### config.mk
export PLATFORM = sky130hd
export DESIGN_NAME = pipe_hazard_ctrl
export DESIGN_NICKNAME = d
export VERILOG_FILES = /design/src/rtl/pipe_hazard_ctrl.sv
export SDC_FILE = /design/constraint.sdc
export NUM_CORES = 1
export LEC_CHECK = 0
export BUFFER_PORTS_ARGS = -buffer_cell sky130_fd_sc_hd__buf_2
export CAP_MARGIN = 10
export CORE_MARGIN = 2
export CORE_UTILIZATION = 55
export DETAILED_ROUTE_END_ITERATION = 6
export GPL_ROUTABILITY_DRIVEN = 0
export PLACE_DENSITY = 0.8
export SLEW_MARGIN = 15
export SYNTH_ARGS = -nofsm -noshare
export SYNTH_HDL_FRONTEND = slang
export SYNTH_SLANG_ARGS = --single-unit
### constraint.sdc
create_clock -name clk -period 3.6 [get_ports clk]
set_input_delay 0.18 -clock clk [delete_from_list [all_inputs] [get_ports clk]]
set_output_delay 0.18 -clock clk [all_outputs]
set_load 0.05 [all_outputs]
### src/rtl/pipe_hazard_ctrl.sv
// rtl/pipe_hazard_ctrl.sv - pipeline hazard/stall/flush controller with scoreboard
//
// Purpose: tracks in-flight destination registers in a 3-entry scoreboard
// (EX, MEM, WB) and drives freeze/flush controls for the PC, IF2ID and ID2EX
// pipeline registers. A small FSM (INIT, RUN, STALL, BRANCH) sequences
// start-up flushing, read-after-write stalls and taken-branch squashing.
//
// Optional feature macro: HAZ_FORWARD_EN
//   defined   -> only a load in EX can cause a stall (load-use); MEM/WB forward
//   undefined -> any valid EX/MEM/WB producer stalls the reader
//
// Ports:
//   clk, rst_n            clock, synchronous active-low reset
//   id_a_reg, id_b_reg    source register addresses of the ID instruction
//   id_a_use, id_b_use    source operand actually read
//   id_w_reg, id_w_en     destination register / write enable of ID instruction
//   id_is_load            ID instruction is a memory load
//   ex_branch_taken       branch resolved taken in EX this cycle
//   pc_freeze             hold PC
//   if2id_freeze          hold IF2ID register
//   if2id_flush           invalidate IF2ID register
//   id2ex_flush           inject bubble into ID2EX register
//   state_o               current FSM state (INIT=0, RUN=1, STALL=2, BRANCH=3)
//   stall_cnt             saturating count of STALL-state cycles since reset

module pipe_hazard_ctrl (
   input  logic        clk,
   input  logic        rst_n,
   input  logic [3:0]  id_a_reg,
   input  logic [3:0]  id_b_reg,
   input  logic        id_a_use,
   input  logic        id_b_use,
   input  logic [3:0]  id_w_reg,
   input  logic        id_w_en,
   input  logic        id_is_load,
   input  logic        ex_branch_taken,
   output logic        pc_freeze,
   output logic        if2id_freeze,
   output logic        if2id_flush,
   output logic        id2ex_flush,
   output logic [1:0]  state_o,
   output logic [15:0] stall_cnt
);

   typedef enum logic [1:0] {
      ST_INIT   = 2'd0,
      ST_RUN    = 2'd1,
      ST_STALL  = 2'd2,
      ST_BRANCH = 2'd3
   } state_t;

   // Scoreboard index: 0 = EX, 1 = MEM, 2 = WB
   state_t          state_q, state_d;
   logic            init_cnt_q, init_cnt_d;
   logic [15:0]     stall_cnt_q, stall_cnt_d;
   logic [2:0]      sb_valid_q, sb_valid_d;
   logic [2:0][3:0] sb_reg_q, sb_reg_d;
   logic [2:0]      sb_load_q, sb_load_d;

   logic            a_match;
   logic            b_match;
   logic            hazard;
   logic            advance;

   // Source operand match against in-flight producers
   always_comb begin
      a_match = 1'b0;
      b_match = 1'b0;
`ifdef HAZ_FORWARD_EN
      // MEM/WB results are forwarded; only a load still in EX has no data yet
      a_match = sb_valid_q[0] && sb_load_q[0] && (sb_reg_q[0] == id_a_reg);
      b_match = sb_valid_q[0] && sb_load_q[0] && (sb_reg_q[0] == id_b_reg);
`else
      for (int i = 0; i < 3; i++) begin
         if (sb_valid_q[i] && (sb_reg_q[i] == id_a_reg)) a_match = 1'b1;
         if (sb_valid_q[i] && (sb_reg_q[i] == id_b_reg)) b_match = 1'b1;
      end
`endif
      hazard = (id_a_use && a_match) || (id_b_use && b_match);
   end

`ifdef HAZ_FORWARD_EN
   // Deeper entries are kept for pipeline tracking but do not affect matching
   logic unused_sb;
   assign unused_sb = ^{sb_valid_q[2:1], sb_reg_q[2:1], sb_load_q[2:1]};
`else
   // Load flag only matters for load-use detection with forwarding
   logic unused_sb;
   assign unused_sb = ^sb_load_q;
`endif

   always_comb begin
      state_d      = state_q;
      init_cnt_d   = init_cnt_q;
      stall_cnt_d  = stall_cnt_q;
      pc_freeze    = 1'b0;
      if2id_freeze = 1'b0;
      if2id_flush  = 1'b0;
      id2ex_flush  = 1'b0;
      advance      = 1'b0;

      case (state_q)
         ST_INIT: begin
            if2id_flush = 1'b1;
            id2ex_flush = 1'b1;
            if (init_cnt_q) begin
               init_cnt_d = 1'b0;
               state_d    = ST_RUN;
            end else begin
               init_cnt_d = 1'b1;
            end
         end
         ST_RUN, ST_STALL: begin
            // Branch wins over hazard: the stalled instruction is wrong-path
            if (ex_branch_taken) begin
               if2id_flush = 1'b1;
               id2ex_flush = 1'b1;
               state_d     = ST_BRANCH;
            end else if (hazard) begin
               pc_freeze    = 1'b1;
               if2id_freeze = 1'b1;
               id2ex_flush  = 1'b1;
               state_d      = ST_STALL;
            end else begin
               advance = 1'b1;
               state_d = ST_RUN;
            end
            if ((state_q == ST_STALL) && !ex_branch_taken &&
                (stall_cnt_q != 16'hFFFF)) begin
               stall_cnt_d = stall_cnt_q + 16'd1;
            end
         end
         ST_BRANCH: begin
            // Squash the wrong-path instruction currently sitting in ID
            id2ex_flush = 1'b1;
            state_d     = ST_RUN;
         end
         default: begin
            state_d = ST_INIT;
         end
      endcase

      // Reset held: present INIT controls regardless of registered state
      if (!rst_n) begin
         pc_freeze    = 1'b0;
         if2id_freeze = 1'b0;
         if2id_flush  = 1'b1;
         id2ex_flush  = 1'b1;
      end

      sb_valid_d    = {sb_valid_q[1:0], advance && id_w_en};
      sb_reg_d      = {sb_reg_q[1:0], id_w_reg};
      sb_load_d     = {sb_load_q[1:0], id_is_load};
   end

   always_ff @(posedge clk) begin
      if (!rst_n) begin
         state_q     <= ST_INIT;
         init_cnt_q  <= 1'b0;
         stall_cnt_q <= 16'd0;
         sb_valid_q  <= 3'b000;
         sb_reg_q    <= '0;
         sb_load_q   <= 3'b000;
      end else begin
         state_q     <= state_d;
         init_cnt_q  <= init_cnt_d;
         stall_cnt_q <= stall_cnt_d;
         sb_valid_q  <= sb_valid_d;
         sb_reg_q    <= sb_reg_d;
         sb_load_q   <= sb_load_d;
      end
   end

   assign state_o   = state_q;
   assign stall_cnt = stall_cnt_q;

endmodule

==> results_dict.tcl <==
set metrics [dict create \
    grt_max_degree 41 \
    drv_slew 0 \
    relSlewSlack 0.606 \
    synth_area_leaders "dfxtp_1, xor2_1, and2_1" \
    grt_pass1_vias 1315 \
    h-tree-depth 2 \
    numCtsBuffers 5 \
    core_area_um2 3080 \
    start_util 0.580 \
    cts_tree "yes" \
    hp-start "id_w_reg[1]" \
    yosys-top-cells-count "dfxtp_1, and2_1, xor2_1" \
    ant_nets 0 \
    numClockSinks 34 \
    final_cells 271 \
    cts.path.max_buffers 2 \
    max-cap-violations 0 \
    required_ns 3.42 \
    insertion_delay_ns 0.34 \
    antenna_cells 0 \
    r2r-start "state_o[1]$_SDFFE_PN0P_" \
    syn_area_um2 1790 \
    grt_pass1_wl_um 5610 \
    hold_depth 2 \
    ctsRootBufferMaster "clkbuf_4" \
    fillers 298 \
    avgRoutedWirePerCell_um 12.4 \
    dp_cells 265 \
    syn_area_per_cell_um2 9.50 \
    synth_warnings 0 \
    layout-drive-gt1-share 0.251 \
    drcViolationCount 0 \
    io_buffers 39 \
    status "finished clean" \
    grt_overflow 0 \
    synthCells 188 \
    fmax_mhz 464 \
    finalCriticalPeriod_ns 2.15 \
    seqCellArea_um2 681 \
    post_cts_buffers 0 \
    num_rows 20 \
    antenna_found_initial 0 \
    clkTransAtPathRegs_ns 0.09 \
    ys_ff_latch 34 \
    synth_edf_count 0 \
    fin_crit_sh 0.599 \
    r2r_cells 7 \
    synth_fp_nets 211 \
    die_x_um 61.0 \
    dieHeight_um 61.0 \
    area_growth_pct 14.8 \
    synthArstFlopShare 0 \
    drt_first_iter_violations 53 \
    critPathMaxFanout 5 \
    vias 1444 \
    leakagePower_uw 0.000863 \
    final_hold_viol_count 0 \
    hp-class "primary input to flip-flop" \
    yosys.area.top_type "dfxtp_1" \
    setup_tns_ns 0 \
    crit_path_start_kind "flip-flop" \
    yosysSeqAreaShare 0.381 \
    end_kind "primary output" \
    hpwl_um 2490 \
    yosysMostFrequentCell "dfxtp_1" \
    r2r_slack_ns 1.53 \
    worst-setup-path-type "flip-flop to primary output" \
    post_cts_resized 0 \
    tightest_slew_ns 0.591 \
    cts_hold_buffers 0 \
    ir_drop_mv 0.246 \
    viasPerCell 5.33 \
    finalSetupViolations 0 \
    rsz0062_at_grt "no" \
    netlist.area_leader.share 0.381 \
    grt_use_total 0.208 \
    multi_input_area_um2 1060 \
    arrival_ns 1.97 \
    fin_nets 251 \
    routed_wl_um 3360 \
    die_area_um2 3720 \
    skew_ns 0.00569 \
    dr.pass1.iters 4 \
    power_per_cell_area_nw_per_um2 342 \
    reg2reg_to "stall_cnt[15]$_SDFFE_PN0P_" \
    yosys_most_used_dff "dfxtp_1" \
    ys_types 43 \
    min_to "sb_reg_d[5]$_SDFF_PN0_" \
    io_pins 41 \
]
logic make-up after synthesis:
family	Yosys count	share of synthesized area
xor gates and xnor gates	31	0.152
DFF	34	0.381
and+or+nand+nor	80	0.285
AOI/OAI and AO/OA	29	0.121
muxes	1	0.00560
adders and majority gates	4	0.0280
buffers and inverters	9	0.0273
final cells by class:
cell class	instances	share of cell area
inverters	3	0.00549
repair buffers	39	0.0952
well taps	44	0.0268
multi-input cells	145	0.516
flip-flops and latches	34	0.332
clock buffers	6	0.0250
registers in the layout, indices dropped and copies added (netlist names):
| register | count |
|---|---|
| sb_reg_d | 8 |
| sb_reg_q | 4 |
| sb_valid_q | 3 |
| state_o | 2 |
| stall_cnt | 16 |
| init_cnt_q | 1 |
metal layers:
layer / part of all wire / up-vias / track usage / wire length, um
met5: 0 / - / 0 / 0
met4: 0.012 / 0 / 0.0776 / 40
met3: 0.047 / 5 / 0.0725 / 157
met2: 0.46 / 37 / 0.332 / 1550
met1: 0.48 / 664 / 0.260 / 1610
li1: - / 738 / - / -
cell usage in the layout, fill, tap and decap left out, drive strengths merged, types with 3 or more instances in the layout:
| cell | n |
|---|---|
| and2 | 22 |
| and4 | 3 |
| buf | 39 |
| clkbuf | 6 |
| dfxtp | 34 |
| ha | 4 |
| inv | 3 |
| nand2 | 12 |
| nand2b | 4 |
| nand3 | 5 |
| nand4 | 10 |
| nor3 | 11 |
| nor4 | 5 |
| o211ai | 3 |
| o21a | 7 |
| o21ai | 5 |
| xnor2 | 9 |
| xor2 | 22 |
stage by stage:
| step | power, uW | instance area (um2) | utilization | setup slack (ns) | hold slack [ns] |
|---|---|---|---|---|---|
| CTS | 707 | 2050 | 0.666 | 1.46 | 0.0377 |
| finish | 702 | 2050 | 0.666 | 1.45 | 0.0421 |
| global placement | 502 | 2000 | 0.650 | 1.58 | 0.385 |
| floorplan | 476 | 1790 | - | 0.863 | 0.307 |
| detailed placement | 505 | 2000 | 0.650 | 1.56 | 0.389 |
| global route | 740 | 2050 | 0.666 | 1.30 | 0.0280 |
how the worst max path moves through the flow:
stage / startpoint / cells past startpoint / to
2_1_floorplan: state_o[1]$_SDFFE_PN0P_ / 6 / pc_freeze
3_3_place_gp: state_o[0]$_SDFFE_PN0P_ / 7 / stall_cnt[15]$_SDFFE_PN0P_
3_5_place_dp: state_o[0]$_SDFFE_PN0P_ / 7 / stall_cnt[15]$_SDFFE_PN0P_
4_1_cts: state_o[0]$_SDFFE_PN0P_ / 6 / pc_freeze
5_1_grt: sb_reg_d[8]$_SDFF_PN0_ / 6 / if2id_freeze
6_report: sb_reg_d[8]$_SDFF_PN0_ / 6 / pc_freeze
worst max-delay path, cell delays in order, from the launching register on:
cell,delay (ns)
dfxtp_1,0.34
xor2_1,0.17
nor3_1,0.24
nand4_1,0.13
and4_1,0.27
a21oi_1,0.19
buf_2,0.29
report_power, final:
group / total (uW) / switching, uW / internal [uW]
sequential: 397 / 10.0 / 387
clock: 206 / 118 / 87.9
combinational: 98.7 / 59.6 / 39.1
total: 702 / 188 / 514
Power figures use the tool's default switching activity.
